[src/rtl/shot_hit_detector.sv]
// Per-frame shot/duck bounding-box hit detector. It snapshots both boxes on
// the frame tick, tests them for overlap, scores the hit and then runs a flash lockout.
module shot_hit_detector #(
  parameter int SHOT_W       = 4,
  parameter int SHOT_H       = 8,
  parameter int DUCK_W       = 32,
  parameter int DUCK_H       = 32,
  parameter int FRAME_LINE   = 480,
  parameter int FLASH_FRAMES = 30,
  parameter int SCORE_W      = 8
) (
  input  logic               clk,
  input  logic               reset,
  input  logic [9:0]         hcount,
  input  logic [9:0]         vcount,
  input  logic [9:0]         shot_x,
  input  logic [9:0]         shot_y,
  input  logic               shot_active,
  input  logic [9:0]         duck_x,
  input  logic [9:0]         duck_y,
  input  logic               duck_alive,
  output logic               hit,
  output logic               shot_clear,
  output logic               flash,
  output logic [SCORE_W-1:0] score,
  output logic [1:0]         state_dbg
);

  localparam int          CNT_W   = $clog2(FLASH_FRAMES + 1);
  localparam logic [9:0]  FRAME_V = 10'(FRAME_LINE);

  typedef enum logic [1:0] {
    IDLE  = 2'd0,
    CHECK = 2'd1,
    FLASH = 2'd2
  } state_t;

  state_t state_q, state_d;

  logic               tick_cond, tick_cond_q, tick;
  logic [9:0]         sx_q, sy_q, dx_q, dy_q;
  logic [CNT_W-1:0]   cnt_q, cnt_d;
  logic               hit_q, hit_d;
  logic               clr_q;
  logic               flash_q, flash_d;
  logic [SCORE_W-1:0] score_q, score_d;
  logic               snap_en;
  logic               overlap;

  // Edge-detect the tick pixel so a stalled raster still yields one tick per frame.
  assign tick_cond = (hcount == 10'd0) && (vcount == FRAME_V);
  assign tick      = tick_cond && !tick_cond_q;

  // Sums are widened to 11 bits so boxes near the 1023 edge never wrap.
  always_comb begin
    logic [10:0] sx_e, sy_e, dx_e, dy_e;
    sx_e = {1'b0, sx_q};
    sy_e = {1'b0, sy_q};
    dx_e = {1'b0, dx_q};
    dy_e = {1'b0, dy_q};
    overlap = (sx_e < dx_e + 11'(DUCK_W)) &&
              (sx_e + 11'(SHOT_W) > dx_e) &&
              (sy_e < dy_e + 11'(DUCK_H)) &&
              (sy_e + 11'(SHOT_H) > dy_e);
  end

  // State register.
  always_ff @(posedge clk or posedge reset) begin
    if (reset) state_q <= IDLE;
    else       state_q <= state_d;
  end

  // Next-state logic.
  always_comb begin
    state_d = state_q;
    case (state_q)
      IDLE:    if (tick && shot_active && duck_alive) state_d = CHECK;
      CHECK:   state_d = overlap ? FLASH : IDLE;
      FLASH:   if (tick && (cnt_q == CNT_W'(1))) state_d = IDLE;
      default: state_d = IDLE;
    endcase
  end

  // Output/datapath next values; hit and shot_clear are single-cycle pulses
  // with no handshake: the consumer must act on the cycle they are high.
  always_comb begin
    snap_en = (state_q == IDLE) && (state_d == CHECK);
    hit_d   = (state_q == CHECK) && overlap;
    flash_d = flash_q;
    cnt_d   = cnt_q;
    score_d = score_q;
    if (hit_d) begin
      flash_d = 1'b1;
      cnt_d   = CNT_W'(FLASH_FRAMES);
      if (score_q != {SCORE_W{1'b1}}) score_d = score_q + 1'b1;
    end else if ((state_q == FLASH) && tick) begin
      cnt_d = cnt_q - 1'b1;
      if (state_d == IDLE) flash_d = 1'b0;
    end
  end

  always_ff @(posedge clk or posedge reset) begin
    if (reset) begin
      tick_cond_q <= 1'b0;
      sx_q        <= '0;
      sy_q        <= '0;
      dx_q        <= '0;
      dy_q        <= '0;
      cnt_q       <= '0;
      hit_q       <= 1'b0;
      clr_q       <= 1'b0;
      flash_q     <= 1'b0;
      score_q     <= '0;
    end else begin
      tick_cond_q <= tick_cond;
      if (snap_en) begin
        sx_q <= shot_x;
        sy_q <= shot_y;
        dx_q <= duck_x;
        dy_q <= duck_y;
      end
      cnt_q   <= cnt_d;
      hit_q   <= hit_d;
      clr_q   <= hit_d;
      flash_q <= flash_d;
      score_q <= score_d;
    end
  end

  assign hit        = hit_q;
  assign shot_clear = clr_q;
  assign flash      = flash_q;
  assign score      = score_q;
  assign state_dbg  = state_q;

endmodule
[config.mk]
export PLATFORM = sky130hd
export DESIGN_NAME = shot_hit_detector
export DESIGN_NICKNAME = d
export VERILOG_FILES = /design/src/rtl/shot_hit_detector.sv
export SDC_FILE = /design/constraint.sdc
export NUM_CORES = 1
export LEC_CHECK = 0
export BUFFER_PORTS_ARGS = -buffer_cell sky130_fd_sc_hd__buf_2
export CAP_MARGIN = 20
export CORE_ASPECT_RATIO = 0.7
export CORE_MARGIN = 5
export CORE_UTILIZATION = 40
export DETAILED_ROUTE_END_ITERATION = 7
export GPL_TIMING_DRIVEN = 0
export PLACE_DENSITY = 0.74
export SLEW_MARGIN = 20
export SYNTH_ARGS = -nofsm -noshare
export SYNTH_HDL_FRONTEND = slang
export SYNTH_SLANG_ARGS = --single-unit
[constraint.sdc]
create_clock -name clk -period 2.6 [get_ports clk]
set_clock_uncertainty 0.15 [all_clocks]
set_input_delay 0.39 -clock clk [delete_from_list [all_inputs] [get_ports clk]]
set_output_delay 0.39 -clock clk [all_outputs]
set_load 0.03 [all_outputs]
Yosys cells after proc, flatten, opt, wreduce, memory -nomap -nowiden --
Cells that the tools add are included.
Cells by class: $add $sub $neg 6, $lt $le $gt $ge 4, eq/ne operators 6, muxes and demuxes 9, reduce and logical (&&, ||, !) cells 19
Operator list (number):
- $add A10 B6 Y11 const B | 2
- $gt A11 B10 Y1 | 2
- $lt A10 B11 Y1 | 2
- $add A10 B3 Y11 const B | 1
- $add A10 B4 Y11 const B | 1
- $logic_and A1 B1 Y1 | 11
- $eq A10 B9 Y1 const B | 1
- $logic_not A10 Y1 | 1
- $mux W5 | 2
- $add A8 B1 Y8 const B | 1
- $ne A8 B8 Y1 const B | 1
- $mux W2 | 3
- $pmux W2 S3 | 1
- $eq A5 B1 Y1 const B | 1
- $sub A5 B1 Y5 const B | 1
- $eq A2 B1 Y1 const B | 2
- $logic_not A2 Y1 | 2
- $reduce_and A2 Y1 | 2
- $reduce_bool A2 Y1 | 2
- $mux W1 | 3
- $eq A2 B2 Y1 const B | 1
- $logic_not A1 Y1 | 1
Storage, ports and cells: register bits 58, input bits 64, output and inout port bits 13, word-level logic and storage cells 54

Logic depth before layout (Yosys ltp) --
depth after elaboration 11, gate-level depth with buffers 14, mapped depth without buffers 13

Worst setup path before layout --
OpenSTA, ideal clock, no wires.
path type reg-to-reg, start point reg dx_q[5], end point reg score_q[7] (netlist: score[7]), setup time 0.136 ns, arrival time 2.410 ns, required time 2.314 ns, path slack -0.096 ns, cell stages (with the launch flop) 13, path buffers 1, clock period less this slack 2.696 ns, cells stage by stage dfrtp_1 > ha_1 > nand3_1 > xnor2_1 > ha_1 > a21oi_1 > nand2_1 > a211o_1 > a31oi_1 > nand4b_2 > buf_2 > nor4_1 > mux2i_1
Between the ends: cells in the longest elaborated chain, start to end 7, elaborated cells between the ends (all ways) 8, classes of those cells 1 x add/sub; 2 x order compare; 5 x reduce/logical
Ends and longest elaborated chain:
- start: declaration | RTL line 41 | logic [9:0] sx_q, sy_q, dx_q, dy_q;
- start signal: assignment | RTL line 119 | dx_q <= duck_x;
- $add A10 B6 Y11 | RTL line 61 | overlap = (sx_e < dx_e + 11'(DUCK_W)) &&
- $lt A10 B11 Y1 | RTL line 61
- $logic_and A1 B1 Y1 * | RTL line 61
- $logic_and A1 B1 Y1 * | RTL line 62 | (sx_e + 11'(SHOT_W) > dx_e) &&
- $logic_and A1 B1 Y1 * | RTL line 63 | (sy_e < dy_e + 11'(DUCK_H)) &&
- $logic_and A1 B1 Y1 * | RTL line 88 | hit_d = (state_q == CHECK) && overlap;
- $reduce_and A2 Y1 (no line) *
- end signal: assignment | RTL line 126 | score_q <= score_d;
- end: declaration | RTL line 46 | logic [SCORE_W-1:0] score_q, score_d;
Mark *: on every way between the ends. The rest lies on a longest branch, timed or not. A chain may end at the register's enable or synchronous reset.

Final worst setup path --
start point reg dx_q[6], end point reg score_q[3] (netlist: score[3])
The elaborated chain is that of the path after synthesis.

==> impl_metrics.json <==
{
  "hold_violations": 0,
  "syn_area_um2": 3542,
  "clock_latency_ps": 330,
  "yosys_warnings": 0,
  "timing.hold.ws_ps": 30.96,
  "reg2regPathDepth": 12,
  "worstPathArrival_ps": 2830,
  "cts_tree": "yes",
  "fin_nets": 566,
  "die-area_um2": 10870,
  "drive_above_1_share_pct": 37.63,
  "cts_buffers": 9,
  "instances_no_fill": 586,
  "post-route-period-util_pct": 105.1,
  "crit_path_start_kind": "flop",
  "sw_frac_of_total_pct": 19.41,
  "switching_power_uw": 446.4,
  "synth_edf_count": 0,
  "syn_nets": 460,
  "peakVddDrop_mv": 0.3830,
  "ys_ff_latch": 58,
  "power.total_mw": 2.300,
  "synth_seq_area_share_pct": 40.97,
  "critical_path_class": "reg -> reg",
  "route.vias.total": 3037,
  "pwr-share-clk_pct": 57.8,
  "synth_flop_cell": "dfrtp_1",
  "grt_use_met2_pct": 28.56,
  "grt_pass1_vias": 3156,
  "fmax_mhz": 366.0,
  "crit_family": "compound AO/OA/AOI/OAI gates",
  "routedWlPerCell_um": 15.98,
  "violations": "negative setup slack",
  "die_h_um": 88.73,
  "dp_cells": 550,
  "io_pins": 77,
  "drt_iter0_markers": 145,
  "setup_tns_ps": -1047,
  "seqPwrFrac_pct": 39.3,
  "setup_ws_ps": -132.5,
  "syn_inst": 354,
  "combPwrFrac_pct": 2.9,
  "crit_fanout": 7,
  "grt_overflow": 0,
  "crit_path_cell_trace": "ha_4 > nand3_4 > xnor2_4 > ha_4 > a21oi_2 > nand2_1 > a211o_1 > a31oi_4 > nand4b_4 > buf_8 > nor3_4 > xor2_1",
  "first_pass_iters": 4,
  "cts_max_level": 3,
  "port_buffers": 76,
  "rsz0062_at_grt": "true",
  "status": "finished, violations left",
  "use_met3_pct": 7.157,
  "max_slew_margin_pct": 51.22,
  "critical_path_required_ps": 2700,
  "cp.depth": 12,
  "crit_top_cell": "ha_4",
  "grt-busiest-layer": "met2",
  "cts_max_path_buffers": 2,
  "slowest_stage": "dfrtp_1",
  "grt_first_pass_wirelength_mm": 14.97,
  "synth_async_sr_flop_share_pct": 100.0,
  "drv_cap": 0,
  "endpoint_kind": "flop",
  "p_int_mw": 1.853,
  "grt_max_degree": 59,
  "final_core_util_pct": 57.20,
  "routed_wl_mm": 9.367,
  "place.detailed.hpwl_mm": 6.645,
  "leakage_nw": 2.477,
  "clkTransAtPathRegs_ps": 50,
  "ctsHoldBuffers": 0,
  "grt_usage_pct": 17.81,
  "cts_root_buf": "clkbuf_16",
  "place.gp.congestion": 0.8901,
  "core-area_um2": 8548,
  "syn_area_per_cell_um2": 10.01,
  "area_growth_pct": 38.04,
  "cpPeakStageDelay_ps": 400,
  "crit_buf_inv": 1,
  "min_period_ps": 2732,
  "post-route-drc-count": 0,
  "finalSetupViolations": 13,
  "start_util_pct": 41.44,
  "ys_types": 46,
  "num-fill-cells": 753,
  "antenna_found_initial": 1,
  "use_met1_pct": 23.13,
  "cts_sinks": 58,
  "row_count": 28,
  "viasPerCell": 5.183,
  "ant_nets": 0,
  "die_x_um": 122.5,
  "worst_pin_slew_ps": 731.7,
  "final_max_slew_viol_count": 0,
  "power-per-cell-area_nw_per_um2": 470.3,
  "hold_path.class": "in -> async"
}
## final cells by class
cell class / count / area [µm²] / share of cell area [%]
multi-input cells: 257 / 2215 / 45.29
flip-flops and latches: 58 / 1463 / 29.91
repair buffers: 95 / 534.3 / 10.93
clock buffers: 12 / 266.5 / 5.450
well taps: 120 / 150.1 / 3.071
inverters: 31 / 123.9 / 2.533
clock inverters: 4 / 72.57 / 1.484
plain buffers: 8 / 62.56 / 1.279
diodes: 1 / 2.502 / 0.05118
## sequential cells by signal (all words and copies together) (netlist names)
| signal | count |
|---|---|
| flash | 1 |
| dx_q | 10 |
| sx_q | 10 |
| score | 8 |
| sy_q | 10 |
| dy_q | 10 |
| state_dbg | 2 |
| tick_cond_q | 1 |
| cnt_q | 5 |
| shot_clear | 1 |
## power groups by stage
stage / logic, mW / clock network [mW] / registers [mW]
global placement: 0.0657 / 0 / 0.919
global route: 0.0766 / 1.40 / 0.903
detailed placement: 0.0689 / 0 / 0.919
floorplan: 0.0163 / 0 / 0.919
finish: 0.0669 / 1.33 / 0.904
CTS: 0.0690 / 1.35 / 0.904
## per-layer routing
metal,up-vias,wire (µm)
met1,1474,4248
met5,-,13
met4,2,77
met3,11,677
li1,1475,-
met2,75,4350
## final timing paths
kind	end	slack, ps	startpoint
max	score[3]$_DFFE_PP0P_	-130	dx_q[6]$_DFFE_PP0P_
min	score[5]$_DFFE_PP0P_	30	reset
max reg2reg	score[3]$_DFFE_PP0P_	-130	dx_q[6]$_DFFE_PP0P_
min reg2reg	score[4]$_DFFE_PP0P_	340	score[4]$_DFFE_PP0P_
max in group asynchronous	sy_q[5]$_DFFE_PP0P_	1730	reset
min in group clk	dy_q[2]$_DFFE_PP0P_	120	duck_y[2]
## cells by family after synthesis
family	Yosys count	synth area share (%)
buf+inv	39	4.769
flops	58	40.97
xor+xnor	24	5.935
mux	20	6.323
fa+ha+maj	42	14.84
compound gates	61	10.24
simple gates	110	16.92
## synthesized netlist by cell type, types with 3 or more instances
cell type | count | area (µm²)
xor2_1 | 9 | 78.83
dfrtp_1 | 58 | 1451
nor2_1 | 8 | 30.03
ha_1 | 42 | 525.5
nand2_1 | 33 | 123.9
a21oi_1 | 12 | 60.06
nand3b_1 | 3 | 22.52
inv_1 | 31 | 116.4
mux2_2 | 3 | 33.78
a21o_1 | 5 | 37.54
nor3_1 | 7 | 35.03
or3_1 | 3 | 18.77
nand3_1 | 21 | 105.1
xnor2_1 | 15 | 131.4
nand4_1 | 5 | 31.28
o21ai_0 | 29 | 145.1
and3_1 | 12 | 75.07
buf_2 | 3 | 15.01
a211o_1 | 3 | 26.28
nor3b_1 | 4 | 30.03
mux2_1 | 16 | 180.2
## metrics by stage
step | worst slack (ps) | area, µm²
final | -132.5 | 4890
after global routing | -256.9 | 4887
after CTS | -121.3 | 4698
after detailed placement | -346.5 | 4121
after global placement | -272.8 | 4119
after floorplan | 0.5267 | 3588
## worst register-to-register path, cell delays in order (launching register included)
cell	delay, ps
dfrtp_1	400
ha_4	170
nand3_4	90
xnor2_4	250
ha_4	250
a21oi_2	120
nand2_1	60
a211o_1	290
a31oi_4	180
nand4b_4	190
buf_8	200
nor3_4	170
xor2_1	160
## layout by cell type (no fill, tap or decap), types with 9 or more instances in the layout
cell,count
buf_2,78
dfrtp_1,49
ha_1,38
nand2_1,30
inv_1,29
o21ai_0,25
buf_4,17
mux2_1,16
nand3_1,15
xnor2_1,12
and3_1,11
a21oi_1,10
xor2_1,9
clkbuf_16,9
dfrtp_2,9
## repair_timing
action / 4_1_cts / 5_1_grt
buffers inserted: 17 / 2
resized for setup: 25 / 40
endpoints found under the setup margin: 16 / 16
pin swaps: 14 / 13
Power figures use the tool's default switching activity.
